## src/rtl/pwm_ctrl_pkg.sv

```systemverilog
// rtl/pwm_ctrl_pkg.sv - shared types, defaults and config legality check for the PWM controller
package pwm_ctrl_pkg;

    localparam int CNT_W_DEFAULT = 8;

    typedef enum logic [1:0] {
        IDLE = 2'd0,
        RUN  = 2'd1,
        STOP = 2'd2
    } pwm_state_e;

    // Values are zero-extended by the caller so one function serves any counter width.
    function automatic logic cfg_legal(input logic [31:0] period, input logic [31:0] high);
        return (period >= 32'd2) && (high <= period);
    endfunction

endpackage

```

## src/rtl/pwm_period_counter.sv

```systemverilog
// rtl/pwm_period_counter.sv - period counter that wraps to zero on its own terminal count
module pwm_period_counter
    import pwm_ctrl_pkg::*;
#(
    parameter int CNT_W = CNT_W_DEFAULT
) (
    input  logic             clk,
    input  logic             rst,
    input  logic             clear_i,
    input  logic             advance_i,
    input  logic [CNT_W-1:0] period_i,
    output logic [CNT_W-1:0] cnt_next_o,
    output logic             terminal_o
);

    logic [CNT_W-1:0] cnt_q;
    logic [CNT_W-1:0] cnt_d;

    assign terminal_o = (cnt_q == period_i - CNT_W'(1));
    assign cnt_next_o = cnt_d;

    always_comb begin
        cnt_d = cnt_q;
        if (clear_i) begin
            cnt_d = '0;
        end else if (advance_i) begin
            cnt_d = terminal_o ? '0 : cnt_q + CNT_W'(1);
        end
    end

    always_ff @(posedge clk) begin
        if (rst) begin
            cnt_q <= '0;
        end else begin
            cnt_q <= cnt_d;
        end
    end

endmodule

```

## src/rtl/pwm_duty_ctrl.sv

```systemverilog
// rtl/pwm_duty_ctrl.sv - PWM generator with shadowed config applied on period boundaries
module pwm_duty_ctrl
    import pwm_ctrl_pkg::*;
#(
    parameter int CNT_W = CNT_W_DEFAULT
) (
    input  logic             clk,
    input  logic             rst,
    input  logic             en,
    input  logic             cfg_valid,
    output logic             cfg_ready,
    input  logic [CNT_W-1:0] cfg_period,
    input  logic [CNT_W-1:0] cfg_high,
    output logic             pwm_out,
    output logic             period_start,
    output logic             busy,
    output logic             cfg_err
);

    pwm_state_e       state_q, state_d;
    logic [CNT_W-1:0] act_p_q, act_p_d, act_h_q, act_h_d;
    logic             act_valid_q, act_valid_d;
    logic [CNT_W-1:0] pend_p_q, pend_p_d, pend_h_q, pend_h_d;
    logic             pend_valid_q, pend_valid_d;
    logic             pwm_q, pwm_d, ps_q, ps_d, busy_q, busy_d, err_q, err_d;

    logic             cnt_clear, cnt_advance, terminal;
    logic [CNT_W-1:0] cnt_next;
    logic             transfer, legal, load;

    // Counter control depends only on the current state to keep the counter out of any comb loop.
    assign cnt_clear   = (state_q == IDLE);
    assign cnt_advance = !cnt_clear;

    pwm_period_counter #(.CNT_W(CNT_W)) u_counter (
        .clk        (clk),
        .rst        (rst),
        .clear_i    (cnt_clear),
        .advance_i  (cnt_advance),
        .period_i   (act_p_q),
        .cnt_next_o (cnt_next),
        .terminal_o (terminal)
    );

    assign transfer  = cfg_valid && !pend_valid_q;
    assign legal     = cfg_legal(32'(cfg_period), 32'(cfg_high));
    assign cfg_ready = !pend_valid_q;

    always_comb begin
        state_d      = state_q;
        load         = 1'b0;
        act_p_d      = act_p_q;
        act_h_d      = act_h_q;
        act_valid_d  = act_valid_q;
        pend_p_d     = pend_p_q;
        pend_h_d     = pend_h_q;
        pend_valid_d = pend_valid_q;
        err_d        = transfer && !legal;

        case (state_q)
            IDLE: begin
                if (en && (pend_valid_q || act_valid_q)) begin
                    state_d = RUN;
                    load    = pend_valid_q;
                end
            end
            RUN: begin
                if (terminal) begin
                    if (en) load = pend_valid_q;
                    else    state_d = IDLE;
                end else if (!en) begin
                    state_d = STOP;
                end
            end
            STOP: begin
                if (terminal) begin
                    if (en) begin
                        state_d = RUN;
                        load    = pend_valid_q;
                    end else begin
                        state_d = IDLE;
                    end
                end else if (en) begin
                    state_d = RUN;
                end
            end
            default: state_d = IDLE;
        endcase

        if (load) begin
            act_p_d      = pend_p_q;
            act_h_d      = pend_h_q;
            act_valid_d  = 1'b1;
            pend_valid_d = 1'b0;
        end
        // A transfer needs an empty shadow, so it never collides with a load.
        if (transfer && legal) begin
            pend_p_d     = cfg_period;
            pend_h_d     = cfg_high;
            pend_valid_d = 1'b1;
        end
    end

    // Outputs are computed from next-cycle count and config so they line up with that cycle.
    always_comb begin
        busy_d = (state_d != IDLE);
        pwm_d  = busy_d && (cnt_next < act_h_d);
        ps_d   = busy_d && (cnt_next == '0);
    end

    always_ff @(posedge clk) begin
        if (rst) begin
            state_q      <= IDLE;
            act_p_q      <= '0;
            act_h_q      <= '0;
            act_valid_q  <= 1'b0;
            pend_p_q     <= '0;
            pend_h_q     <= '0;
            pend_valid_q <= 1'b0;
            pwm_q        <= 1'b0;
            ps_q         <= 1'b0;
            busy_q       <= 1'b0;
            err_q        <= 1'b0;
        end else begin
            state_q      <= state_d;
            act_p_q      <= act_p_d;
            act_h_q      <= act_h_d;
            act_valid_q  <= act_valid_d;
            pend_p_q     <= pend_p_d;
            pend_h_q     <= pend_h_d;
            pend_valid_q <= pend_valid_d;
            pwm_q        <= pwm_d;
            ps_q         <= ps_d;
            busy_q       <= busy_d;
            err_q        <= err_d;
        end
    end

    assign pwm_out      = pwm_q;
    assign period_start = ps_q;
    assign busy         = busy_q;
    assign cfg_err      = err_q;

endmodule

```

## config.mk

```make
export PLATFORM = sky130hd
export DESIGN_NAME = pwm_duty_ctrl
export DESIGN_NICKNAME = d
export VERILOG_FILES = /design/src/rtl/pwm_ctrl_pkg.sv /design/src/rtl/pwm_period_counter.sv /design/src/rtl/pwm_duty_ctrl.sv
export SDC_FILE = /design/constraint.sdc
export NUM_CORES = 1
export LEC_CHECK = 0
export BUFFER_PORTS_ARGS = -buffer_cell sky130_fd_sc_hd__clkbuf_2
export CORE_MARGIN = 3
export CORE_UTILIZATION = 56
export CTS_BUF_LIST = sky130_fd_sc_hd__clkbuf_4
export CTS_CLUSTER_SIZE = 12
export DETAILED_ROUTE_END_ITERATION = 16
export GPL_TIMING_DRIVEN = 0
export PLACE_DENSITY_LB_ADDON = 0.08
export SLEW_MARGIN = 40
export SYNTH_ARGS = -nofsm -noshare
export SYNTH_HDL_FRONTEND = slang
export SYNTH_SLANG_ARGS = --single-unit
```

## constraint.sdc

```tcl
create_clock -name clk -period 3.4 [get_ports clk]
set_input_delay 0.51 -clock clk [delete_from_list [all_inputs] [get_ports clk]]
set_output_delay 0.51 -clock clk [all_outputs]
set_load 0.01 [all_outputs]
```

==> out/metrics.csv, run 1 <==
stage,metric,value,unit
outcome,outcome,finished with violations,
placement,hpwl dp,4.721,mm
cts,Worst-path clk slew,0.14,ns
routing,1st-pass router iterations,4,
cts,clk root buf,clkbuf_4,
flow_run,number of max-cap violations,0,
cts,CTS tree,built,
sta,# setup viols final,1,
grt,pin count of the biggest net entering global routing,15,
setup_path,WP data arrival,3.67,ns
cts,H-tree Lvls,2,
floorplan,Die W,75.97,µm
cts,TritonCTS Buffers,5,
placement,IO buf count,24,
sta,Max Slew Vio Count,0,
synth,Syn Std Cell Area,2741,µm²
layout,P&R area growth vs syn,17.75,%
cts,Clock Sinks,48,
floorplan,Starting Density,0.6046,
setup_path,crit-path max FO,8,
floorplan,row count,24,
synth,Yosys cell types,53,
sta,worst slew pin tran,0.5977,ns
routing,final WL,6.285,mm
synth,number of synthesized register bits,48,
sta,Fin Clk Skew,0.01156,ns
placement,gpl congestion,0.8767,
layout,fillers,369,
synth,Synth Flop Type,dfxtp_1,
routing,ANT nets after route,0,
power,peak supply drop,233.0,µV
cts,Skew-Pair Late Insertion Delay,0.37,ns
layout,ANT cells,0,
power,power per cell area,398.2,nW/µm²
sta,Final Hold Fails,0,
synth,Cells after Synth,324,
layout,most frequent cells in the layout,"dfxtp_1 (46), nor2_1 (37), clkbuf_2 (24)",
floorplan,Placeable Area,4534,µm²
sta,final hold slack,0.3738,ns
setup_path,required time worst endpoint,3.65,ns
grt,GRT Total Usage,0.2183,
floorplan,die area,5771,µm²
floorplan,Chip Height,75.97,µm
routing,drt drc,0,
power,Leak,1.325,nW
setup_path,crit path max-delay cell type,or4b_4,
routing,via count,2434,
sta,setup_tns,-0.01528,ns
layout,"most common cell after layout, fill and taps aside",dfxtp_1,
setup_path,critical path's largest stage delay,0.48,ns
sta,RSZ-0062 raised after global routing,true,
sta,fin crit period,3.415,ns
sta,maximum clock rate,292.8,MHz
grt,vias in the first global route,2263,
sta,relative slew slack,0.5996,
setup_path,Setup crit end kind,register,
sta,Final WS setup,-0.01528,ns
setup_path,type of the worst setup path,reg -> reg,
floorplan,I/O Pins,25,
worst_hold_path,worst hold-check path type,in -> reg,
layout,Final nets,402,
synth,sequential share of the synthesized area,0.3505,
setup_path,"Critical Path, Cell by Cell",inv_4 -> ha_4 -> or4b_4 -> a2111o_1 -> a2111oi_4 -> o21ai_1 -> buf_6 -> buf_4 -> mux2i_4 -> ha_1 -> and4_1 -> o21ai_2 -> o2111ai_1 -> a31oi_1,
sta,final period utilization,1.004,
setup_path,Setup crit start kind,register,
outcome,failing checks,negative setup slack,
cts,CTS Buffer Depth,2,
synth,Synth warnings,0,
routing,violation count after the first detailed-route iteration,107,
synth,"FFs w/ async S/R, synth",0,
synth,Mean Syn Cell Area,8.461,µm²
routing,post-DR wirelength/cell,14.75,µm
synth,Post-synth EDFFs,0,
routing,vias per inst,5.714,
grt,GR Overflow Total,0,
grt,initial antenna violation count,0,
synth,syn_nets,365,
grt,first-pass GRT wire length,10.43,mm
layout,fraction of layout cells with a size suffix above 1,0.1967,
-- flip-flops by register name, summed over array words and instances (netlist names) --
signal,count
u_counter.cnt_q,8
pend_p_q,8
pend_valid_q,1
pend_h_q,8
busy,1
pwm_out,1
act_h_q,8
period_start,1
act_p_q,8
act_valid_q,1
cfg_err,1
state_q,2
-- worst paths after layout --
| path | startpoint | to | slack, ns | depth (start not counted) |
|---|---|---|---|---|
| worst max-delay path | act_p_q[1]$_SDFFE_PP0N_ | pwm_out$_SDFF_PP0_ | -0.02 | 14 |
| worst min-delay path | cfg_high[6] | pend_h_q[6]$_SDFFE_PP0P_ | 0.37 | 3 |
| worst max register to register | act_p_q[1]$_SDFFE_PP0N_ | pwm_out$_SDFF_PP0_ | -0.02 | 14 |
| worst min register to register | act_valid_q$_SDFFE_PP0N_ | act_valid_q$_SDFFE_PP0N_ | 0.46 | 2 |
-- cell type report --
| cell class | count | area [µm²] | share of cell area |
|---|---|---|---|
| multi-input combinational | 241 | 1742 | 0.5395 |
| sequential | 48 | 968.4 | 0.3000 |
| timing repair buffer | 30 | 165.2 | 0.05116 |
| buffer | 16 | 100.1 | 0.03101 |
| tap | 65 | 81.33 | 0.02519 |
| inverter | 19 | 73.82 | 0.02287 |
| clock inverter | 2 | 60.06 | 0.01860 |
| clock buffer | 5 | 37.54 | 0.01163 |
-- repair_timing --
item / CTS / global route
gates resized for setup: 10 / 21
hold buffers: 0 / 0
endpoints found under the setup margin: 1 / 1
setup buffers: 1 / 5
hold endpoints to repair: 0 / 0
pin swaps: 1 / 8
-- metrics by stage --
| step | power (mW) | worst slack, ns | util | std cells | area [µm²] |
|---|---|---|---|---|---|
| floorplan | 0.7980 | 0.2355 | - | 324 | 2741 |
| global placement | 0.8642 | -0.1323 | 0.6490 | 413 | 2943 |
| detailed placement | 0.8690 | -0.1769 | 0.6490 | 413 | 2943 |
| CTS | 1.279 | 0.009798 | 0.6832 | 421 | 3098 |
| global route | 1.352 | -0.1078 | 0.7119 | 426 | 3228 |
| finish | 1.286 | -0.01528 | 0.7119 | 426 | 3228 |
-- logic make-up after synthesis --
family,count (synthesis),share of synthesized area
buf+inv,35,0.06253
mux,15,0.05477
compound gates,79,0.1789
fa+ha+maj,21,0.09585
simple gates,111,0.2095
flops,48,0.3505
xor+xnor,15,0.04792
-- Yosys cell counts, drive strengths merged (2+ instances only) --
master   count  area share
a22oi        2      0.0073
nand3       22       0.040
inv         19       0.026
mux2i       15       0.055
nor3        11       0.022
clkbuf      13       0.025
a22o         2      0.0064
and2         4      0.0091
and3         3      0.0068
o2111ai      2      0.0064
a31oi        2      0.0046
a21oi       25       0.046
o21ai       27       0.049
buf          3       0.011
nor4         3       0.012
nor2        37       0.051
dfxtp       48        0.35
xnor2        9       0.029
ha          21       0.096
nor2b        4      0.0091
o31ai        3      0.0082
xor2         6       0.019
nand2       12       0.016
nand4        3      0.0068
nand2b       3      0.0068
o21a         4       0.011
nor3b        2      0.0055
-- critical path: cells and delay by family (launching register included) --
kind / cells / cell delay [ns]
buffers and inverters: 3 / 0.38
adders and majority gates: 2 / 0.41
muxes: 1 / 0.18
AOI/OAI and AO/OA: 6 / 1.27
DFF: 1 / 0.39
and+or+nand+nor: 2 / 0.67
-- power by group --
part	switching [mW]	internal, mW	leakage, nW
logic	0.153	0.109	0.883
registers	0.0245	0.592	0.391
clock network	0.182	0.225	0.0513
total	0.359	0.926	1.33
-- per-layer routing --
| metal | wire (µm) | global-route usage |
|---|---|---|
| met1 | 2801 | 0.2832 |
| met2 | 3184 | 0.3723 |
| met3 | 245 | 0.04502 |
| met4 | 53 | 0.05254 |
| met5 | 0 | 0 |
Power figures use the tool's default switching activity.
==> inputs of run 2 (changes only) <==
SETUP_SLACK_MARGIN = 0.02   (was default)
==> run 2 against run 1 <==
Effect of this change:
- via count increased by 0.33%
- largest cell class unchanged
- critical endpoint unchanged
- largest power group unchanged
- setup slack improved by 0.073 ns
- non-clock buffer count decreased by 2
- final area decreased by 0.54%
- first-iteration DRC count decreased by 12%
- clock-buffer cell count unchanged
- cell count decreased by 0.47%
- clock power increased by 1%
- total power increased by 0.26%
- combinational power about the same
- the run now ends clean
- hold slack got worse by 0.0060 ns
==> out/metrics.csv, run 2 (same netlist as run 1, synthesis figures left out) <==
stage,metric,value,unit
outcome,outcome,"finished, final reports clean",
grt,GR Overflow Total,0,
routing,1st-pass router iterations,4,
routing,final WL,6.374,mm
setup_path,type of the worst setup path,reg -> reg,
layout,P&R area growth vs syn,17.12,%
power,Psw,0.3638,mW
setup_path,critical path launch point,act_p_q[1]$_SDFFE_PP0N_,
sta,Final Hold Fails,0,
floorplan,die area,5771,µm²
sta,relative slew slack,0.5982,
layout,"most common cell after layout, fill and taps aside",dfxtp_1,
floorplan,Starting Density,0.6046,
sta,Max Slew Vio Count,0,
setup_path,Setup crit start kind,register,
flow_run,number of max-cap violations,0,
floorplan,Die W,75.97,µm
power,peak supply drop,232.8,µV
grt,initial antenna violation count,0,
placement,placed cells,413,
layout,ANT cells,0,
grt,pin count of the biggest net entering global routing,15,
cts,CTS tree,built,
layout,most frequent cells in the layout,"dfxtp_1 (45), nor2_1 (37), clkbuf_2 (24)",
sta,# setup viols final,0,
cts,clk root buf,clkbuf_4,
sta,final hold slack,0.3678,ns
layout,fraction of layout cells with a size suffix above 1,0.1950,
grt,vias in the first global route,2345,
power,Pint,0.9251,mW
floorplan,Placeable Area,4534,µm²
power,clock power share,0.319,
power,power per cell area,401.5,nW/µm²
cts,Skew-Pair Late Insertion Delay,0.38,ns
routing,ANT nets after route,0,
power,Comb pwr share,0.203,
worst_hold_path,worst hold-check path type,in -> reg,
layout,Final nets,400,
setup_path,Setup crit end kind,register,
sta,maximum clock rate,299.2,MHz
cts,TritonCTS Buffers,5,
sta,final period utilization,0.9831,
sta,RSZ-0062 raised after global routing,true,
sta,Fin Clk Skew,0.01488,ns
placement,IO buf count,24,
sta,setup_tns,0,ns
routing,violation count after the first detailed-route iteration,94,
layout,Non-Filler Instances,424,
routing,post-DR wirelength/cell,15.03,µm
cts,Worst-path clk slew,0.14,ns
cts,Clock Sinks,48,
setup_path,WP data arrival,3.64,ns
placement,gpl congestion,0.8767,
floorplan,Chip Height,75.97,µm
grt,GRT Total Usage,0.2226,
worst_hold_path,min-delay src,cfg_high[6],
power,Sw Ratio,0.2823,
routing,via count,2442,
cts,CTS Buffer Depth,2,
cts,H-tree Lvls,2,
power,sequential power share,0.478,
floorplan,row count,24,
power,Leak,1.314,nW
grt,first-pass GRT wire length,10.68,mm
setup_path,crit-path max FO,8,
sta,fin crit period,3.342,ns
power,total power,1.289,mW
setup_path,required time worst endpoint,3.70,ns
floorplan,I/O Pins,25,
sta,worst slew pin tran,0.5999,ns
routing,vias per inst,5.759,
placement,hpwl dp,4.721,mm
setup_path,worst r2r src,act_p_q[1]$_SDFFE_PP0N_,
cts,CTS Hold Bufs,0,
routing,drt drc,0,
[run 2: cell type report]
| type | instances | area (µm²) |
|---|---|---|
| multi-input combinational | 241 | 1737 |
| fill | 365 | 1324 |
| sequential | 48 | 969.7 |
| timing repair buffer | 29 | 157.7 |
| buffer | 15 | 96.34 |
| tap | 65 | 81.33 |
| inverter | 19 | 71.32 |
| clock inverter | 2 | 60.06 |
| clock buffer | 5 | 37.54 |
[run 2: final timing paths]
path	end	slack, ns	cells past startpoint
max	pwm_out$_SDFF_PP0_	0.06	11
min	pend_h_q[6]$_SDFFE_PP0P_	0.37	3
max reg2reg	pwm_out$_SDFF_PP0_	0.06	11
min reg2reg	act_valid_q$_SDFFE_PP0N_	0.46	2
[run 2: what timing repair did]
item,4_1_cts,5_1_grt
resized for setup,14,16
pin swaps,4,8
endpoints found under the setup margin,1,1
buffers inserted,5,0
[run 2: critical path: stages, from the launching register on]
cell       delay (ns)
dfxtp_4          0.38
or4_4            0.58
a2111o_1         0.48
a2111oi_4        0.41
o21ai_1          0.14
buf_6            0.18
mux2i_4          0.24
ha_4             0.24
a211o_1          0.26
a21oi_2          0.10
o2111ai_1        0.10
a31oi_1          0.15
[run 2: power groups by stage]
stage | registers, mW | logic [mW] | clock network [mW]
2_1_floorplan | 0.622 | 0.176 | 0
3_3_place_gp | 0.627 | 0.237 | 0
3_5_place_dp | 0.628 | 0.241 | 0
4_1_cts | 0.615 | 0.252 | 0.414
5_1_grt | 0.620 | 0.294 | 0.438
6_report | 0.616 | 0.262 | 0.411
[run 2: per-layer routing]
metal	GRT usage	part of all wire	vias to the layer above
met5	0	0	-
met4	0.05254	0.0093	0
met1	0.2847	0.45	1168
li1	-	-	1216
met3	0.04502	0.033	7
met2	0.3856	0.50	51
[run 2: through the flow]
| step | utilization | worst slack [ns] | area (µm²) |
|---|---|---|---|
| final | 0.7081 | 0.05754 | 3211 |
| after global routing | 0.7081 | -0.03941 | 3211 |
| after CTS | 0.6929 | 0.02488 | 3142 |
| after detailed placement | 0.6490 | -0.1769 | 2943 |
| after global placement | 0.6490 | -0.1323 | 2943 |
| after floorplan | - | 0.2355 | 2741 |
